--- src/rtl/sdu_tx_sched.sv ---
// sdu_tx_sched: shares one UART transmitter between a raw-byte requester and a hex-word printer.
// Build option: define SDU_TX_PREFIX_EN to emit "0x" before every word (states PFX0/PFX1).
module sdu_tx_sched #(
   parameter int HEX_DIGITS = 8
) (
   input  logic        clk,
   input  logic        rstn,
   input  logic        b_vld,
   output logic        b_rdy,
   input  logic [7:0]  b_data,
   input  logic        w_vld,
   output logic        w_rdy,
   input  logic [31:0] w_data,
   input  logic        w_nl,
   output logic        vld_tx,
   input  logic        rdy_tx,
   output logic [7:0]  d_tx,
   output logic        busy
);

`ifdef SDU_TX_PREFIX_EN
   typedef enum logic [2:0] {IDLE, BYTE, PFX0, PFX1, HEX, CR, LF} state_t;
`else
   typedef enum logic [2:0] {IDLE, BYTE, HEX, CR, LF} state_t;
`endif

   localparam logic [2:0] CNT_LOAD  = 3'(HEX_DIGITS - 1);
   localparam logic       LAST_BYTE = 1'b0;
   localparam logic       LAST_WORD = 1'b1;

   state_t      state, state_nxt;
   logic        last, last_nxt;
   logic [2:0]  cnt, cnt_nxt;
   logic [7:0]  byte_q;
   logic [31:0] word_q;
   logic        nl_q;
   logic        grant_b, grant_w;
   logic [3:0]  nib;

   // 0..9 -> '0'..'9', 10..15 -> 'A'..'F'
   function automatic logic [7:0] hex_ascii(input logic [3:0] n);
      if (n < 4'd10)
         return 8'h30 + {4'd0, n};
      else
         return 8'h37 + {4'd0, n};
   endfunction

   // Ties alternate: whoever was served last yields. Gated by rstn so nothing is granted in reset.
   assign grant_b = rstn && (state == IDLE) && b_vld && (!w_vld || last == LAST_WORD);
   assign grant_w = rstn && (state == IDLE) && w_vld && (!b_vld || last == LAST_BYTE);

   assign nib  = word_q[{cnt, 2'b00} +: 4];
   assign busy = (state != IDLE);

   always_ff @(posedge clk or negedge rstn) begin
      if (!rstn) begin
         state <= IDLE;
         last  <= LAST_WORD;
         cnt   <= 3'd0;
      end else begin
         state <= state_nxt;
         last  <= last_nxt;
         cnt   <= cnt_nxt;
      end
   end

   // Request payloads are captured only in the accept cycle.
   always_ff @(posedge clk) begin
      if (grant_b)
         byte_q <= b_data;
      if (grant_w) begin
         word_q <= w_data;
         nl_q   <= w_nl;
      end
   end

   always_comb begin
      state_nxt = state;
      last_nxt  = last;
      cnt_nxt   = cnt;
      vld_tx    = 1'b0;
      d_tx      = 8'h00;
      b_rdy     = 1'b0;
      w_rdy     = 1'b0;
      case (state)
         IDLE: begin
            b_rdy = grant_b;
            w_rdy = grant_w;
            if (grant_b) begin
               state_nxt = BYTE;
               last_nxt  = LAST_BYTE;
            end else if (grant_w) begin
`ifdef SDU_TX_PREFIX_EN
               state_nxt = PFX0;
`else
               state_nxt = HEX;
`endif
               last_nxt  = LAST_WORD;
               cnt_nxt   = CNT_LOAD;
            end
         end
         BYTE: begin
            vld_tx = 1'b1;
            d_tx   = byte_q;
            if (rdy_tx)
               state_nxt = IDLE;
         end
`ifdef SDU_TX_PREFIX_EN
         PFX0: begin
            vld_tx = 1'b1;
            d_tx   = 8'h30;
            if (rdy_tx)
               state_nxt = PFX1;
         end
         PFX1: begin
            vld_tx = 1'b1;
            d_tx   = 8'h78;
            if (rdy_tx)
               state_nxt = HEX;
         end
`endif
         HEX: begin
            vld_tx = 1'b1;
            d_tx   = hex_ascii(nib);
            if (rdy_tx) begin
               cnt_nxt = cnt - 3'd1;
               if (cnt == 3'd0)
                  state_nxt = nl_q ? CR : IDLE;
            end
         end
         CR: begin
            vld_tx = 1'b1;
            d_tx   = 8'h0D;
            if (rdy_tx)
               state_nxt = LF;
         end
         LF: begin
            vld_tx = 1'b1;
            d_tx   = 8'h0A;
            if (rdy_tx)
               state_nxt = IDLE;
         end
         default: state_nxt = IDLE;
      endcase
   end

endmodule
--- config.mk ---
export PLATFORM = sky130hd
export DESIGN_NAME = sdu_tx_sched
export DESIGN_NICKNAME = d
export VERILOG_FILES = /design/src/rtl/sdu_tx_sched.sv
export SDC_FILE = /design/constraint.sdc
export NUM_CORES = 1
export LEC_CHECK = 0
export BUFFER_PORTS_ARGS = -buffer_cell sky130_fd_sc_hd__buf_2
export CAP_MARGIN = 10
export CORE_MARGIN = 2
export CORE_UTILIZATION = 50
export DETAILED_ROUTE_END_ITERATION = 10
export PLACE_DENSITY_LB_ADDON = 0.05
export SLEW_MARGIN = 20
export SYNTH_ARGS = -nofsm -noshare
export SYNTH_HDL_FRONTEND = slang
export SYNTH_SLANG_ARGS = --single-unit
--- constraint.sdc ---
create_clock -name clk -period 4.2 [get_ports clk]
set_clock_uncertainty 0.1 [all_clocks]
set_input_delay 0.21 -clock clk [delete_from_list [all_inputs] [get_ports clk]]
set_output_delay 0.21 -clock clk [all_outputs]
set_load 0.1 [all_outputs]
# == After elaboration in Yosys (flattened, before gate mapping) ==
# Cells that the tools add are included.
# word_totals
output_inout_bits,12
ff_bits,48
inputBits,46
# classes
reduce_logical,19
magnitude_cmp,1
mux,19
add_sub_neg,3
n_eq_ne,11
bitwise,1
n_shift,1
# op_table
operator,count
$pmux 8 s4,1
$shiftx 32x6->4,1
$mux 3,9
$add 6x4->7 const A,2
$pmux 3 s4,1
$ne 2x2->1 const B,5
$mux 7,1
$eq 3x2->1 const B,2
$logic_not 3->1,2
$pmux 3 s2,1
$logic_and 1x1->1,5
$mux 1,5
$reduce_and 5->1,1
$lt 4x4->1 const B,1
$reduce_and 4->1,1
$reduce_bool 2->1,2
$reduce_or 4->1,1
$eq 3x1->1 const B,1
$eq 3x3->1 const B,1
$ne 3x3->1 const B,1
$reduce_bool 3->1,1
$sub 3x1->3 const B,1
$logic_not 1->1,2
$logic_or 1x1->1,2
5 further kinds,5

# == Depth between registers and ports, before layout ==
# Gate-level depths: netlist of run 1.
# depth
word_depth,7
depth_mapped,7
mapped_depth_nobuf,6

# == Least setup slack after synthesis of run 1 ==
# No wires, ideal clock.
# synth_timing
kind,register -> register
start,register state[0]
end,"register nl_q, enable pin"
arrival_time_ns,3.338
period_less_slack_ns,3.879
t_required_ns,3.660
stages_incl_launch_ff,5
setup_ns,0.440
path_slack_ns,0.321
path_cell_list,dfrtp_1 -> or3_1 -> nor2_1 -> nand2_1 -> a21oi_1
# synth_via
elab_chain_len,4
# synth_rtl
item,line_no,source
start: declaration,31,"state_t state, state_nxt;"
start signal: assignment,61,state <= state_nxt;
$logic_not 3->1,50,assign grant_w = rstn && (state == IDLE) && w_vld && (!b_vld || last == LAST_BYTE);
$logic_and 1x1->1 (3 in a row),50,
named net grant_w,37,"logic grant_b, grant_w;"
end signal: assignment,73,nl_q <= w_nl;
end: declaration,36,logic nl_q;
# The timed path passes the listed nets, and every way through them passes these cells.
# A chain may end at the register's enable or synchronous reset.

# == Worst setup path in the final report of run 1 ==
# layout_timing
start,register cnt[0]
end,output port d_tx[2]
# layout_via
elab_chain_len,4
elab_cells_between_ends,6
cone_classes,2 x add/sub; 1 x order compare; 1 x shift; 2 x mux
# layout_rtl
item,line_no,source
start: declaration,33,"logic [2:0] cnt, cnt_nxt;"
start signal: assignment,63,cnt <= cnt_nxt;
$shiftx 32x6->4 *,52,"assign nib = word_q[{cnt, 2'b00} +: 4];"
$add 6x4->7 (tied with other cells),45,"return 8'h37 + {4'd0, n};"
$mux 7 *,42,if (n < 4'd10)
$pmux 8 s4 *,85,case (state)
end: declaration,17,"output logic [7:0] d_tx,"
# Mark *: on every way between the ends. The rest lies on a longest branch, timed or not.

==> results of run 1 <==
==> per-stage QoR <==
step                utilization  worst slack, ns  std cells
finish                    0.740            0.977        292
global route              0.740            0.781        292
CTS                       0.740            0.950        292
detailed placement        0.605             1.28        243
global placement          0.605             1.36        243
floorplan                     -            0.321        140
==> worst min-delay path: cells and delay by family <==
family	cells	cell delay [ns]
buf+inv	1	0.13
simple gates	1	0.07
compound gates	1	0.07
==> flip-flops by register name (all words and copies together) (netlist names) <==
signal  count
byte_q      8
nl_q        1
cnt         3
word_q     32
last        1
state       3
==> cells by family (layout without fill, tap and decap cells) <==
logic type      Yosys count  count (layout)
compound gates           27              27
xor+xnor                  3               3
fa+ha+maj                 3               3
buf+inv                   9             111
flops                    48              48
mux                      12              12
simple gates             38              38
==> synth_stat cells (all sizes together) <==
cell type  number
edfxtp         41
a21oi          11
nand2          11
nor2           11
o21ai           9
mux4            8
dfrtp           6
inv             5
and2            4
buf             4
ha              3
mux2i           3
nor3            3
a221o           2
nand2b          2
nor2b           2
xor2            2
a21o            1
a22o            1
and4b           1
dfstp           1
mux2            1
nand3b          1
nor3b           1
o22ai           1
o32a            1
o32ai           1
or3             1
or3b            1
xnor2           1
==> layout make-up <==
| cell class | count | share of cell area |
|---|---|---|
| Multi-Input combinational cell | 83 | 0.231 |
| Tap cell | 50 | 0.0207 |
| Inverter | 5 | 0.00621 |
| Clock buffer | 5 | 0.0228 |
| Sequential cell | 48 | 0.466 |
| Timing Repair Buffer | 99 | 0.233 |
| Clock inverter | 2 | 0.0199 |
==> timing repair <==
item,CTS,global route
setup endpoints to repair,0,0
endpoints found under the hold margin,48,0
hold buffers,42,0
resized for setup,0,0
==> path summary, 6_finish.rpt <==
path                         endpoint  slack, ns  cells after the start      from
max                           d_tx[2]       0.98                      7    cnt[0]
min                          state[2]       0.13                      3    rdy_tx
max reg2reg                word_q[18]       1.66                      4  state[1]
min reg2reg                  state[1]       0.45                      1      nl_q
max in group asynchronous        last       3.58                      2      rstn
min in group asynchronous    state[2]       0.18                      2      rstn
==> metal layers <==
metal,global-route usage,up-vias
met2,0.354,56
met4,0.0662,0
met3,0.0523,2
li1,-,736
met1,0.230,715
met5,0,-
==> results.cfg, run 1 <==
[status]
outcome = finished clean

[timing]
hold-worst-slack_ns = 0.135
drv_slew = 0
finalSetupViolations = 0
rsz0062_at_grt = false
fmax_mhz = 310
finalHoldViolations = 0
period_share = 0.767
fin_crit_ns = 3.22
worst_slew_pin_slew_ns = 1.09
setup_tns_ns = 0
slew_headroom = 0.272

[place]
gp_congestion = 0.817
placed_cell_area_um2 = 2470
dp_hpwl_um = 2750
port_buffers = 57

[cts]
clockBufferDepth = 2
htree_levels = 2
cts_tree = done
cts_made_buffers = 5
cts-root-buf = clkbuf_8
clock-sinks = 48
clk_latency_ns = 0.29
cts.clk_slew.worst_paths_ns = 0.08
cts_setup_buffers = 0

[synthesis]
synth_xor_area_frac = 0.0122
yosys.area_share.simple = 0.0904
yosysUniqueCellTypes = 35
synth_compound_area_frac = 0.0776
ys_seq_area_frac = 0.652
synth_top_family_by_area = multiplexers
synth_area_leaders = edfxtp_1 57%, dfrtp_1 7.0%, mux4_2 5.2%
synth_top_area_cell = edfxtp_1
syn_area_um2 = 2160
synthAdderAreaFrac = 0.0174
synth-seq-cells = 48
synth_top_cell_area_share = 0.570
synthCells = 140
synth.net_count = 189
muxShareOfSynthArea = 0.121
avgSynthCellArea_um2 = 15.4
yosys_warnings = 0

[routing]
dr_wl_met3_um = 266
m1WireLength_um = 1860
top_layer_used = met4
ant_nets = 0
drt_iter0_drc = 95
firstDrtPassIters = 4
num_vias = 1509
remaining_drc_errors = 0
dr_wl_met2_um = 2340
wl_per_cell_um = 15.4
viasPerCell = 5.17
routed_wirelength_um = 4500

[global_routing]
overflow = 0
grt_max_degree = 38
antenna_found_initial = 0
first_global_vias = 1635
grt_usage = 0.198
grt_pass1_wl_um = 7430

[worst_setup_path]
crit_path_top_delay_cell = dfrtp_1
cp_max_fo = 11
cpMostUsedCell = o21ai_1
endpoint_kind = primary output
path_delay_family = multiplexers
cp-start-kind = register
path_cells = mux4_1 > mux2i_4 > ha_1 > and4b_1 > o21ai_1 > o21ai_1 > buf_2
slowest_delay_ns = 0.67
crit_buf_inv = 1
arrival_ns = 2.91
setup.worst_path.class = reg2out
cp.required_ns = 3.89

[final_layout]
diodes = 0
mostFrequentLayoutCells = 57 x buf_2, 42 x dlygate4sd3_1, 41 x edfxtp_1
fillers = 255
fin_area_um2 = 3020
layout-drive-gt1-share = 0.331
syn_to_final_growth_pct = 40.0
seq_area_um2 = 1410
multi_input_area_um2 = 699
fin_nets = 291
final_common_cell = buf_2

[min_path]
hp-class = in2reg

[floorplan]
chipWidth_um = 69.7
start_util = 0.528
core_um2 = 4090
rows = 23
die_y_um = 69.7
die_area_um2 = 4860
boundaryPins = 58

[job]
cap_viol_max_count = 0
Power of run 1 is not shown: default switching activity piles up to over one toggle a cycle in this logic, so the estimate is an artifact.
==> run 2: changes to the inputs <==
Settings changed: ABC_AREA from default to 1, CORE_UTILIZATION 50 to 48.
Clock period 4.2 ns to 2.9 ns, I/O delays scaled along.
==> results.cfg, run 2 <==
[worst_setup_path]
cpMostUsedCell = nand2_1
rr_startpoint = state[0]
path_delay_family = simple AND/OR/NAND/NOR gates
cp_max_fo = 17
cp-start-kind = register
crit_path_top_delay_cell = dfrtp_2
crit_buf_inv = 2
arrival_ns = 2.39
slowest_delay_ns = 0.59
cp.required_ns = 2.65
reg2reg_slack_ns = 0.97
startpoint = cnt[0]
endpoint_kind = primary output
setup.worst_path.class = reg2out
path_cells = nor2_1 > nor2_1 > o21ai_1 > nand2_1 > nand2_1 > nand2_1 > inv_1 > ha_1 > nand3b_1 > nand4_1 > nand2_1 > nand2_1 > buf_2

[power]
power.internal_mw = 1.64
p_leak_nw = 1.51
seqPwrFrac = 0.282
switchingPower_mw = 1.89
p_comb_frac = 0.578
swShare = 0.536
finalPower_mw = 3.53
peakVddDrop_mv = 0.727
pwr-share-clk = 0.141
p_per_area_nw_per_um2 = 1100

[routing]
drt_iter0_drc = 61
routed_wirelength_um = 4780
remaining_drc_errors = 0
dr_wl_met3_um = 163
num_vias = 1865
dr_wl_met2_um = 2340
m1WireLength_um = 2180
firstDrtPassIters = 4
top_layer_used = met4
viasPerCell = 4.73
ant_nets = 0
wl_per_cell_um = 12.1

[place]
dp_hpwl_um = 3020
port_buffers = 57
place_inst = 344
gp_congestion = 0.786
place_ws_ns = 0.426
placed_cell_area_um2 = 2660

[cts]
cts.clk_slew.worst_paths_ns = 0.09
clock-sinks = 48
clk_latency_ns = 0.31
cts_tree = done
cts-root-buf = clkbuf_8
clockBufferDepth = 2
cts_setup_buffers = 0
cts_made_buffers = 5
htree_levels = 2

[final_layout]
final_cells = 394
syn_to_final_growth_pct = 37.0
reg_top3 = word_q: 32 flops, byte_q: 8 flops
final_common_cell = nand2_1
mostFrequentLayoutCells = 64 x nand2_1, 57 x buf_2, 42 x dlygate4sd3_1
fin_nets = 388
layout-drive-gt1-share = 0.279
fin_area_um2 = 3190
regMostFlops = word_q
largest_reg_flops = 32
diodes = 0

[min_path]
min_from = b_vld
hp-class = in2reg

[status]
violations = hold timing
outcome = complete, but fails checks

[floorplan]
core_um2 = 4690
rows = 25
die_area_um2 = 5430
boundaryPins = 58
die_y_um = 73.7
chipWidth_um = 73.7
start_util = 0.497

[global_routing]
grt_usage = 0.192
first_global_vias = 1799
overflow = 0
grt_pass1_wl_um = 7780
grt_max_degree = 34
antenna_found_initial = 0

[timing]
drv_slew = 0
setup_tns_ns = 0
fmax_mhz = 379
period_share = 0.909
rsz0062_at_grt = false
worst_slew_pin_slew_ns = 0.523
finalHoldViolations = 1
hold-worst-slack_ns = -0.000462
layout_setup_ws_ns = 0.264
slew_headroom = 0.651
finalSetupViolations = 0
fin_crit_ns = 2.64

[synthesis]
yosys-top-cells-count = 64 x nand2_1, 41 x edfxtp_1, 32 x inv_1
synth_top_cell_area_share = 0.528
synth.net_count = 285
synthCells = 236
synth_enable_flop_cells = 41
synth_top_area_cell = edfxtp_1
yosys_warnings = 0
synth-seq-cells = 48
avgSynthCellArea_um2 = 9.88
synthFlopType = edfxtp_1
syn_area_um2 = 2330
ys_seq_area_frac = 0.604
synth_area_leaders = edfxtp_1 53%, nand2_1 10%, dfrtp_1 6.4%
yosysUniqueCellTypes = 28
synth.most_common_cell = nand2_1
synthArstFlopShare = 0.146

[job]
cap_viol_max_count = 0
run 2: changes by cell type in the layout (fill, tap and decap cells not counted), moves of 5 or more:
cell	delta
inv_1	+27
inv_2	+5
mux4_2	-5
nand2_1	+53
nand2_2	+6
nand3_1	+22
run 2: routing by layer:
| layer | GRT usage | vias up |
|---|---|---|
| met5 | 0 | - |
| met4 | 0.0727 | 0 |
| met3 | 0.0425 | 8 |
| met2 | 0.328 | 39 |
| met1 | 0.237 | 847 |
| li1 | - | 971 |
run 2: logic make-up after synthesis:
| logic type | Yosys count | share of synthesized area |
|---|---|---|
| buffers and inverters | 43 | 0.0832 |
| AND/OR/NAND/NOR | 119 | 0.244 |
| AO/OA/AOI/OAI | 23 | 0.0531 |
| adder cells (fa/ha/maj) | 3 | 0.0161 |
| flip-flops | 48 | 0.604 |
run 2: final timing paths:
| path | end | cells past startpoint |
|---|---|---|
| worst max-delay path | d_tx[2] | 13 |
| worst min-delay path | last | 4 |
| worst max register to register | word_q[21] | 6 |
| worst min register to register | last | 2 |
| max in group asynchronous | last | 2 |
| min in group asynchronous | cnt[1] | 2 |
run 2: timing repair:
action                     in CTS  in global routing
setup endpoints to repair       0                  6
resized for setup               0                  1
hold endpoints to repair       48                  0
hold buffers                   42                  0
run 2: worst register-to-register path: cells and delay by family, from the launching register on:
kind | cells | cell delay, ns
buffers and inverters | 2 | 0.45
DFF | 1 | 0.46
and+or+nand+nor | 4 | 0.57
run 2: final cells by class:
cell class,instances,area [um^2]
multi-input cells,145,734
clock buffers,5,68.8
inverters,38,148
flip-flops and latches,48,1410
well taps,54,67.6
repair buffers,101,721
clock inverters,3,46.3
fillers,380,1500
run 2: power by group through the flow:
| stage | Combinational, mW | Sequential (mW) | Clock, mW |
|---|---|---|---|
| after global routing | 2.23 | 1.01 | 0.531 |
| after floorplan | 1.78 | 0.940 | 0 |
| final | 2.04 | 0.994 | 0.496 |
| after detailed placement | 2.00 | 1.01 | 0 |
| after CTS | 2.05 | 0.993 | 0.505 |
| after global placement | 1.99 | 1.00 | 0 |
run 2: metrics by stage:
stage / util / hold WS [ns]
5_1_grt: 0.681 / 0.0306
3_3_place_gp: 0.566 / -0.0956
2_1_floorplan: - / -0.251
4_1_cts: 0.681 / 0.00118
6_report: 0.681 / -0.000462
3_5_place_dp: 0.566 / -0.100
(Power assumes the default switching activity.)
